===== src/rtl/regfile_wb_arbiter_if.sv =====
// regfile_wb_arbiter_if
//   Bundle of signals between the writeback sources and the register file:
//   - requester side: req_valid/req_ready handshake plus per-request
//     destination address and data, packed 5 and 32 bits per request;
//   - register-file side: registered rd_addr/rd_data/rd_wen write port;
//   - decode side: rs1/rs2 bypass compare inputs, forward flags and data.
//   Modports:
//   - slave: the arbiter view;
//   - master: the view of the requesters and decode that drive it.
interface regfile_wb_arbiter_if #(
   parameter int NUM_REQ = 3
);
   logic [NUM_REQ-1:0]    req_valid;
   logic [NUM_REQ-1:0]    req_ready;
   logic [NUM_REQ*5-1:0]  req_rd_addr;
   logic [NUM_REQ*32-1:0] req_rd_data;
   logic [4:0]            rd_addr;
   logic [31:0]           rd_data;
   logic                  rd_wen;
   logic [4:0]            rs1_addr;
   logic [4:0]            rs2_addr;
   logic                  rs1_fwd;
   logic                  rs2_fwd;
   logic [31:0]           fwd_data;

   modport slave (
      input  req_valid, req_rd_addr, req_rd_data, rs1_addr, rs2_addr,
      output req_ready, rd_addr, rd_data, rd_wen, rs1_fwd, rs2_fwd, fwd_data
   );

   modport master (
      output req_valid, req_rd_addr, req_rd_data, rs1_addr, rs2_addr,
      input  req_ready, rd_addr, rd_data, rd_wen, rs1_fwd, rs2_fwd, fwd_data
   );
endinterface


===== src/rtl/regfile_wb_arbiter.sv =====
// regfile_wb_arbiter
//   Round-robin arbiter sharing the register file's single write port among
//   NUM_REQ (2..4) writeback sources. The winning request is captured in a
//   registered output stage. Decode gets a bypass for the write sitting in
//   that stage. A saturating counter records the number of contended cycles.
//   Ports:
//   - clk: rising-edge clock;
//   - rst_n: synchronous active-low reset;
//   - bus: requester handshake, register-file write port and bypass
//     (slave modport);
//   - contention_cnt: cycles with two or more requests valid; saturating.
module regfile_wb_arbiter #(
   parameter int NUM_REQ = 3,
   parameter int CNT_W   = 16
) (
   input  logic                  clk,
   input  logic                  rst_n,
   regfile_wb_arbiter_if.slave   bus,
   output logic [CNT_W-1:0]      contention_cnt
);

   localparam int PTR_W = (NUM_REQ > 2) ? 2 : 1;

   logic [PTR_W-1:0]   rr_ptr_q, rr_ptr_d;
   logic               rd_wen_q, rd_wen_d;
   logic [4:0]         rd_addr_q, rd_addr_d;
   logic [31:0]        rd_data_q, rd_data_d;
   logic [CNT_W-1:0]   cnt_q, cnt_d;

   logic               grant_vld;
   logic [PTR_W-1:0]   grant_idx;
   logic [PTR_W-1:0]   scan_idx;
   logic [NUM_REQ-1:0] grant_oh;
   logic [4:0]         grant_addr;
   logic [31:0]        grant_data;
   logic [2:0]         num_valid;
   logic               contended;

   // Index p+k wrapped into 0..NUM_REQ-1 (k is at most NUM_REQ-1).
   function automatic logic [PTR_W-1:0] wrap_add(input logic [PTR_W-1:0] p, input int k);
      int s;
      s = int'(p) + k;
      if (s >= NUM_REQ) begin
         s = s - NUM_REQ;
      end else begin
         s = s;
      end
      return s[PTR_W-1:0];
   endfunction

   // Round-robin scan starting at rr_ptr; first valid request wins.
   always_comb begin
      grant_vld = 1'b0;
      grant_idx = '0;
      scan_idx  = '0;
      for (int k = 0; k < NUM_REQ; k++) begin
         scan_idx = wrap_add(rr_ptr_q, k);
         if (!grant_vld && bus.req_valid[scan_idx]) begin
            grant_vld = 1'b1;
            grant_idx = scan_idx;
         end else begin
            grant_vld = grant_vld;
         end
      end
   end

   // One-hot ready, suppressed while reset is asserted so a grant in the
   // reset cycle is never seen by a requester.
   always_comb begin
      grant_oh = '0;
      if (grant_vld && rst_n) begin
         grant_oh[grant_idx] = 1'b1;
      end else begin
         grant_oh = '0;
      end
   end

   // Winner's destination and data, plus the contention popcount.
   always_comb begin
      grant_addr = bus.req_rd_addr[int'(grant_idx)*5 +: 5];
      grant_data = bus.req_rd_data[int'(grant_idx)*32 +: 32];
      num_valid  = 3'd0;
      for (int i = 0; i < NUM_REQ; i++) begin
         num_valid = num_valid + {2'd0, bus.req_valid[i]};
      end
      contended = (num_valid >= 3'd2);
   end

   // Next-state: pointer advance, output stage load and counter.
   always_comb begin
      rr_ptr_d  = rr_ptr_q;
      rd_wen_d  = 1'b0;
      rd_addr_d = rd_addr_q;
      rd_data_d = rd_data_q;
      cnt_d     = cnt_q;
      if (grant_vld) begin
         rr_ptr_d  = wrap_add(grant_idx, 1);
         // A write to x0 is consumed but never reaches the register file.
         rd_wen_d  = (grant_addr != 5'd0);
         rd_addr_d = grant_addr;
         rd_data_d = grant_data;
      end else begin
         rd_wen_d  = 1'b0;
      end
      if (contended && (cnt_q != {CNT_W{1'b1}})) begin
         cnt_d = cnt_q + {{(CNT_W-1){1'b0}}, 1'b1};
      end else begin
         cnt_d = cnt_q;
      end
   end

   // State registers with synchronous reset.
   always_ff @(posedge clk) begin
      if (!rst_n) begin
         rr_ptr_q  <= '0;
         rd_wen_q  <= 1'b0;
         rd_addr_q <= 5'd0;
         rd_data_q <= 32'd0;
         cnt_q     <= '0;
      end else begin
         rr_ptr_q  <= rr_ptr_d;
         rd_wen_q  <= rd_wen_d;
         rd_addr_q <= rd_addr_d;
         rd_data_q <= rd_data_d;
         cnt_q     <= cnt_d;
      end
   end

   assign bus.req_ready   = grant_oh;
   assign bus.rd_wen      = rd_wen_q;
   assign bus.rd_addr     = rd_addr_q;
   assign bus.rd_data     = rd_data_q;
   assign bus.fwd_data    = rd_data_q;
   // The register file commits rd_* at the next edge, so a same-cycle read
   // of that register must take the bypass.
   assign bus.rs1_fwd     = rd_wen_q && (bus.rs1_addr != 5'd0) && (bus.rs1_addr == rd_addr_q);
   assign bus.rs2_fwd     = rd_wen_q && (bus.rs2_addr != 5'd0) && (bus.rs2_addr == rd_addr_q);
   assign contention_cnt  = cnt_q;

endmodule


===== src/flat_wrapper.sv =====
// flat-port wrapper written by rule: the top's interface ports become plain ports
module regfile_wb_arbiter_flat 
#(
   parameter int NUM_REQ = 3,
   parameter int CNT_W   = 16
)
  (clk, rst_n, contention_cnt, bus_req_valid, bus_req_rd_addr, bus_req_rd_data, bus_rs1_addr, bus_rs2_addr, bus_req_ready, bus_rd_addr, bus_rd_data, bus_rd_wen, bus_rs1_fwd, bus_rs2_fwd, bus_fwd_data);
  regfile_wb_arbiter_if #(.NUM_REQ(NUM_REQ)) bus_i ();
  input  logic clk;
  input  logic rst_n;
  output logic [CNT_W-1:0] contention_cnt;
  input wire logic [$bits(bus_i.req_valid)-1:0] bus_req_valid;
  input wire logic [$bits(bus_i.req_rd_addr)-1:0] bus_req_rd_addr;
  input wire logic [$bits(bus_i.req_rd_data)-1:0] bus_req_rd_data;
  input wire logic [$bits(bus_i.rs1_addr)-1:0] bus_rs1_addr;
  input wire logic [$bits(bus_i.rs2_addr)-1:0] bus_rs2_addr;
  output wire logic [$bits(bus_i.req_ready)-1:0] bus_req_ready;
  output wire logic [$bits(bus_i.rd_addr)-1:0] bus_rd_addr;
  output wire logic [$bits(bus_i.rd_data)-1:0] bus_rd_data;
  output wire logic [$bits(bus_i.rd_wen)-1:0] bus_rd_wen;
  output wire logic [$bits(bus_i.rs1_fwd)-1:0] bus_rs1_fwd;
  output wire logic [$bits(bus_i.rs2_fwd)-1:0] bus_rs2_fwd;
  output wire logic [$bits(bus_i.fwd_data)-1:0] bus_fwd_data;
  assign bus_i.req_valid = bus_req_valid;
  assign bus_i.req_rd_addr = bus_req_rd_addr;
  assign bus_i.req_rd_data = bus_req_rd_data;
  assign bus_i.rs1_addr = bus_rs1_addr;
  assign bus_i.rs2_addr = bus_rs2_addr;
  assign bus_req_ready = bus_i.req_ready;
  assign bus_rd_addr = bus_i.rd_addr;
  assign bus_rd_data = bus_i.rd_data;
  assign bus_rd_wen = bus_i.rd_wen;
  assign bus_rs1_fwd = bus_i.rs1_fwd;
  assign bus_rs2_fwd = bus_i.rs2_fwd;
  assign bus_fwd_data = bus_i.fwd_data;
  regfile_wb_arbiter #(.NUM_REQ(NUM_REQ), .CNT_W(CNT_W)) u_core (.clk(clk), .rst_n(rst_n), .bus(bus_i), .contention_cnt(contention_cnt));
endmodule

===== config.mk =====
export PLATFORM = sky130hd
export DESIGN_NAME = regfile_wb_arbiter_flat
export DESIGN_NICKNAME = d
export VERILOG_FILES = /design/src/rtl/regfile_wb_arbiter_if.sv /design/src/rtl/regfile_wb_arbiter.sv /design/src/flat_wrapper.sv
export SDC_FILE = /design/constraint.sdc
export NUM_CORES = 1
export LEC_CHECK = 0
export ABC_AREA = 1
export CORE_UTILIZATION = 35
export CTS_BUF_LIST = sky130_fd_sc_hd__clkbuf_4
export CTS_CLUSTER_SIZE = 24
export DETAILED_ROUTE_END_ITERATION = 10
export PLACE_DENSITY = 0.75
export SLEW_MARGIN = 5
export SYNTH_ARGS = -nofsm -noshare
export SYNTH_HDL_FRONTEND = slang
export SYNTH_SLANG_ARGS = --single-unit

===== constraint.sdc =====
create_clock -name clk -period 2.8 [get_ports clk]
set_clock_uncertainty 0.2 [all_clocks]
set_input_delay 0.56 -clock clk [delete_from_list [all_inputs] [get_ports clk]]
set_output_delay 0.56 -clock clk [all_outputs]
set_load 0.005 [all_outputs]

==> impl_results.md, run 1 <==
- Hold Fails Final Rpt: 0
- Startpoint types: flip-flop
- Max clock buf depth: 2
- CP Max Fanout: 6
- Ranking of synthesized cells by area: dfxtp_1, nand2_1, buf_4
- WL final: 13,200 µm
- Worst setup EP type: output port
- Core Area: 9370 µm²
- Post-DP Area: 5570 µm²
- Buf/Inv on CP: 5
- # setup viols final: 3
- Syn Nets: 622
- Dominant cell type by area after synthesis: dfxtp_1
- Largest net degree at the start of global routing: 48
- Crit share post-route: 104%
- Final total power: 5.78 mW
- GR Util met2: 44.7%
- Worst path slowest cell: dfxtp_2
- Final Cell Area: 5990 µm²
- Port bufs: 216
- Worst vdd ir: 0.774 mV
- Nets: 832
- Routed Antenna Nets: 0
- Ys async rst share: 0%
- Total number of yosys warnings: 0
- Crit path time final: 2.91 ns
- Post-synth top area share: 32.5%
- Hold Buf Count CTS: 0
- Die W: 101 µm
- Worst Path Arrival: 2.15 ns
- Hold Slack: 0.319 ns
- ANT cells: 0
- Dpl hpwl: 9610 µm
- Initial antenna violation count: 0
- Worst Setup Path Type: flip-flop to output port
- Data required, critical path: 2.04 ns
- Critical-path cell list: inv_2, ha_4, inv_6, nor2_4, nand2_2, nand2_4, nand3_4, nand3_4, nand2_4, buf_6, nor2_8, inv_4, nor2_4, buf_2
- Vias in the first global route: 4,147
- Rows: 35
- GP Congestion: 0.908
- GR Overflow Total: 0
- Fmax: 0.344 GHz
- Initial DRC Count: 126
- Max Cap Violations: 0
- Gate Count Post-Synth: 490
- Chip height: 101 µm
- Vias per cell: 5.11
- Register area share after synthesis: 32.5%
- DR pass1 iterations: 4
- Most used routing layer in global routing: met2
- Most frequent cell after synthesis: nand2_1
- First-pass GRT wire length: 19,900 µm
- Starting density of the core: 36.8%
- GR Layer Usage met3: 5.04%
- Status: complete, but fails checks
- Total GRT Usage: 24.4%
- Via count: 4,228
- Drc violations: 0
- Hold/Removal Path Class: flip-flop to flip-flop
- Clock Latency Late Sink: 0.37 ns
- CTS tree: yes
- Htree depth: 2
- Met1 Usage GRT: 28.6%
- Worst slew margin: 70.0%
- Post-synth EDFFs: 0
- CTS clock-pin slew for the worst setup and hold paths: 0.16 ns
- FILL cells: 839
- Min setup slack post-route: -0.110 ns
- Worst stage delay on the critical path: 0.37 ns
- Layout cells sized above 1: 14.9%
- #FFs+latches synth: 56
- Leakage: 2.34 nW
- CP top delay family: simple AND/OR/NAND/NOR gates
- RSZ-0062 raised after global routing: yes
- Synth cell types: 38
- Syn-to-layout area delta: 73.7%
- Root Driver: clkbuf_4
- DR WL/cell: 16.0 µm
- Synth Cell Area: 3450 µm²
- Slew @ Worst Pin: 0.450 ns
- Setup TNS: -0.258 ns
- Failing checks: setup timing
- Leading cell types by count after synthesis: nand2_1, dfxtp_1, o21ai_0, a21oi_1, buf_4
- Clk sinks: 56
- Synth Area per Inst: 7.04 µm²
- IO Pins: 217
- Top FF cell, synth: dfxtp_1
- Setup WS pre-CTS: -0.552 ns
- Final Max Tran Viols: 0
- Die Area: 10,300 µm²
- CTS buffer count: 5
- PwrDens: 965 nW/µm²
[stage by stage]
| stage | std cells | utilization, % |
|---|---|---|
| after floorplan | 490 | - |
| after global placement | 806 | 59.5 |
| after detailed placement | 806 | 59.5 |
| after CTS | 822 | 62.2 |
| after global routing | 828 | 63.9 |
| final | 828 | 63.9 |
[flip-flops by register name (all words and copies together), names as in the netlist]
register / count
u_core.bus.rd_addr: 5
u_core.bus.fwd_data: 32
u_core.bus.rd_wen: 1
u_core.contention_cnt: 16
u_core.rr_ptr_q: 2
[cell type report]
class                           instances  area (µm²)  share of cell area [%]
Inverter                               39         164                    2.74
Multi-Input combinational cell        340        1980                    33.1
Clock inverter                          1        30.0                   0.501
Tap cell                              129         161                    2.69
Sequential cell                        56        1130                    18.8
Clock buffer                            5        37.5                   0.627
Timing Repair Buffer                  258        2490                    41.6
[timing repair]
action / CTS / global route
hold endpoints to repair: 0 / 0
setup buffers: 10 / 7
setup endpoints to repair: 5 / 5
cloned: 0 / 0
resized for setup: 49 / 29
pin swaps: 13 / 16
[layer usage]
metal  wire length, µm  vias to the layer above
met4               278                        0
met5                 0                        -
met3               900                       22
li1                  -                     2061
met2              6940                      161
met1              5130                     1984
[logic make-up after synthesis]
kind of cell             share of synthesized area (%)
XOR/XNOR                                          1.78
flip-flops                                        32.5
adder cells (fa/ha/maj)                           2.18
AO/OA/AOI/OAI                                     23.0
buffers and inverters                             16.0
AND/OR/NAND/NOR                                   24.6
[power breakdown]
part / internal, mW / leakage, nW / switching, mW
combinational: 1.99 / 1.84 / 2.12
sequential: 1.04 / 0.463 / 0.201
clock: 0.179 / 0.0371 / 0.252
[cell usage in the layout, fill, tap and decap left out, types with 5 or more instances in the layout]
| cell | n |
|---|---|
| dlygate4sd2_1 | 5 |
| nor2_1 | 21 |
| inv_2 | 7 |
| nor2_4 | 5 |
| buf_4 | 36 |
| nand2_1 | 100 |
| clkbuf_4 | 5 |
| nand3_2 | 6 |
| xor2_1 | 6 |
| a22oi_1 | 7 |
| nand2_4 | 6 |
| dfxtp_1 | 54 |
| buf_6 | 5 |
| o21ai_0 | 44 |
| inv_1 | 27 |
| a31oi_1 | 32 |
| clkdlybuf4s50_1 | 207 |
| nand2_2 | 7 |
| a21oi_1 | 40 |
| nand3_1 | 22 |
[worst paths after layout]
kind	slack, ns	cells after the start	end	start
setup / recovery	-0.11	14	bus_req_ready[1]	u_core.rr_ptr_q[0]
hold / removal	0.32	2	u_core.contention_cnt[10]	u_core.contention_cnt[10]
setup reg to reg	0.23	18	u_core.bus.rd_wen	u_core.rr_ptr_q[0]
hold reg to reg	0.32	2	u_core.contention_cnt[10]	u_core.contention_cnt[10]
[worst min-delay path: stages, from the launching register on]
cell,delay [ns]
dfxtp_1,0.36
inv_1,0.08
a21oi_1,0.06
Power figures use the tool's default switching activity.
==> run 2, diff against run 1 <==
--- a/config.mk
+++ b/config.mk
@@ -6,11 +6,12 @@
 export NUM_CORES = 1
 export LEC_CHECK = 0
 export ABC_AREA = 1
-export CORE_UTILIZATION = 35
+export CORE_UTILIZATION = 34
 export CTS_BUF_LIST = sky130_fd_sc_hd__clkbuf_4
 export CTS_CLUSTER_SIZE = 24
 export DETAILED_ROUTE_END_ITERATION = 10
-export PLACE_DENSITY = 0.75
+export MAX_ROUTING_LAYER = met4
+export PLACE_DENSITY = 0.76
 export SLEW_MARGIN = 5
 export SYNTH_ARGS = -nofsm -noshare
 export SYNTH_HDL_FRONTEND = slang
==> constraint.sdc (replaced) <==
create_clock -name clk -period 2.35 [get_ports clk]
set_clock_uncertainty 0.2 [all_clocks]
set_input_delay 0.47 -clock clk [delete_from_list [all_inputs] [get_ports clk]]
set_output_delay 0.47 -clock clk [all_outputs]
set_load 0.005 [all_outputs]
==> run 2 against run 1 <==
Compared with the run above: the flow still finishes with violations (setup timing); largest cell class unchanged; worst setup slack worse by 0.42 ns; sequential cell count stayed put; critical endpoint unchanged; largest power group unchanged; core utilization is 3.3 points lower; die area is 2.9% higher.
==> impl_results.md, run 2 (synthesized netlist as in run 1, its figures left out) <==
- Commonest non-fill, non-tap cell in the layout: clkdlybuf4s50_1
- Max clock buf depth: 2
- CP Max Fanout: 6
- Share of power burned in registers: 21.8%
- DR WL/cell: 16.1 µm
- Non-filler cells, final: 838
- DR pass1 iterations: 5
- Critical-path cell list: inv_2, ha_4, inv_6, nand2_2, nand3_2, nand2_2, nand3_4, nor2_4, nor2_4, buf_6, inv_4, nor2_8, inv_2, nor2_2, buf_2
- Hold Slack: 0.317 ns
- Initial DRC Count: 127
- First-pass GRT wire length: 19,500 µm
- Leakage: 2.33 nW
- Setup WS pre-CTS: -0.767 ns
- Sw power: 3.05 mW
- Startpoint types: flip-flop
- Drc violations: 0
- Failing checks: setup timing
- Via count: 4,271
- Hold Buf Count CTS: 0
- # setup viols final: 41
- Vias in the first global route: 4,181
- Nets: 837
- Worst Path Arrival: 2.21 ns
- Die Area: 10,500 µm²
- Vias per cell: 5.10
- Min setup slack post-route: -0.531 ns
- Fin util: 60.6%
- GR Overflow Total: 0
- IO Pins: 217
- Syn-to-layout area delta: 72.5%
- CTS tree: yes
- Post-DP Area: 5620 µm²
- Routed Antenna Nets: 0
- Crit path time final: 2.88 ns
- PwrDens: 1150 nW/µm²
- WL final: 13,500 µm
- Chip height: 103 µm
- FILL cells: 894
- Starting density of the core: 35.1%
- Die W: 103 µm
- Worst vdd ir: 0.722 mV
- Max reg flops: 32
- Final Max Tran Viols: 0
- Worst setup EP type: output port
- Hold/Removal Path Class: flip-flop to flip-flop
- Root Driver: clkbuf_4
- Commonest non-fill, non-tap cells in the layout: clkdlybuf4s50_1, nand2_1, dfxtp_1
- Core Area: 9820 µm²
- RSZ-0062 raised after global routing: yes
- ANT cells: 0
- Rows: 36
- Worst path slowest cell: dfxtp_2
- Port bufs: 216
- Htree depth: 2
- Clock power frac: 6.0%
- Largest net degree at the start of global routing: 48
- Data required, critical path: 1.68 ns
- Final total power: 6.82 mW
- Fmax: 0.347 GHz
- Clk sinks: 56
- GP Congestion: 0.935
- Placed cells: 812
- CTS buffer count: 5
- Layout cells sized above 1: 15.9%
- Total GRT Usage: 24.7%
- Comb power frac: 72.2%
- Fraction of power spent switching nets: 44.8%
- Slew @ Worst Pin: 0.459 ns
- Initial antenna violation count: 0
- Status: complete, but fails checks
- Setup TNS: -8.73 ns
- Internal: 3.77 mW
- Final Cell Area: 5950 µm²
- Worst slew margin: 69.4%
- Crit share post-route: 123%
- Worst Setup Path Type: flip-flop to output port
- Hold Fails Final Rpt: 0
- Worst stage delay on the critical path: 0.38 ns
- Max Cap Violations: 0
- Clock Latency Late Sink: 0.38 ns
- CTS clock-pin slew for the worst setup and hold paths: 0.16 ns
- Dpl hpwl: 9710 µm
run 2: cell count changes in the layout (fill, tap and decap cells not counted), sizes merged:
| cell | previous run | this run |
|---|---|---|
| dlygate4sd2 | 5 | 4 |
| clkinv | 1 | 3 |
| dlymetal6s2s | 1 | 0 |
| bufinv | 1 | 0 |
| buf | 45 | 52 |
run 2: critical path, delay by kind of cell (launching register included):
family / cells / cell delay (ns)
flip-flops: 1 / 0.38
AND/OR/NAND/NOR: 8 / 0.71
adder cells (fa/ha/maj): 1 / 0.28
buffers and inverters: 6 / 0.47
run 2: layer usage:
metal  vias to the layer above  global-route usage, %  routed length (µm)
met2                       168                   42.8                6980
met4                         0                   10.7                 294
li1                       2071                      -                   -
met1                      2002                   28.0                5410
met5                         -                      -                   0
met3                        30                   4.07                 784
run 2: area by class of cell:
type                       count  area [µm²]  share of cell area (%)
clock buffer                   5        37.5                   0.631
clock inverter                 2        7.51                   0.126
inverter                      39         161                    2.71
multi-input combinational    340        1920                    32.4
sequential                    56        1130                    19.0
tap                          133         166                    2.80
timing repair buffer         263        2520                    42.4
run 2: what timing repair did:
item	in CTS	in global routing
buffers inserted	12	7
endpoints found under the setup margin	43	44
pin swaps	15	11
gates resized for setup	55	19
run 2: path summary, 6_finish.rpt:
path,startpoint,end,slack (ns),depth (start not counted)
setup / recovery,u_core.rr_ptr_q[0],bus_req_ready[1],-0.53,15
hold / removal,u_core.contention_cnt[10],u_core.contention_cnt[10],0.32,2
setup reg to reg,u_core.rr_ptr_q[0],u_core.bus.rd_wen,-0.38,18
hold reg to reg,u_core.contention_cnt[10],u_core.contention_cnt[10],0.32,2
run 2: power groups by stage:
| stage | combinational (mW) | clock [mW] | sequential (mW) |
|---|---|---|---|
| after floorplan | 2.66 | 0 | 1.45 |
| after global placement | 4.16 | 0 | 1.49 |
| after detailed placement | 4.26 | 0 | 1.49 |
| after CTS | 4.65 | 0.428 | 1.48 |
| after global routing | 5.34 | 0.465 | 1.52 |
| final | 4.93 | 0.409 | 1.48 |
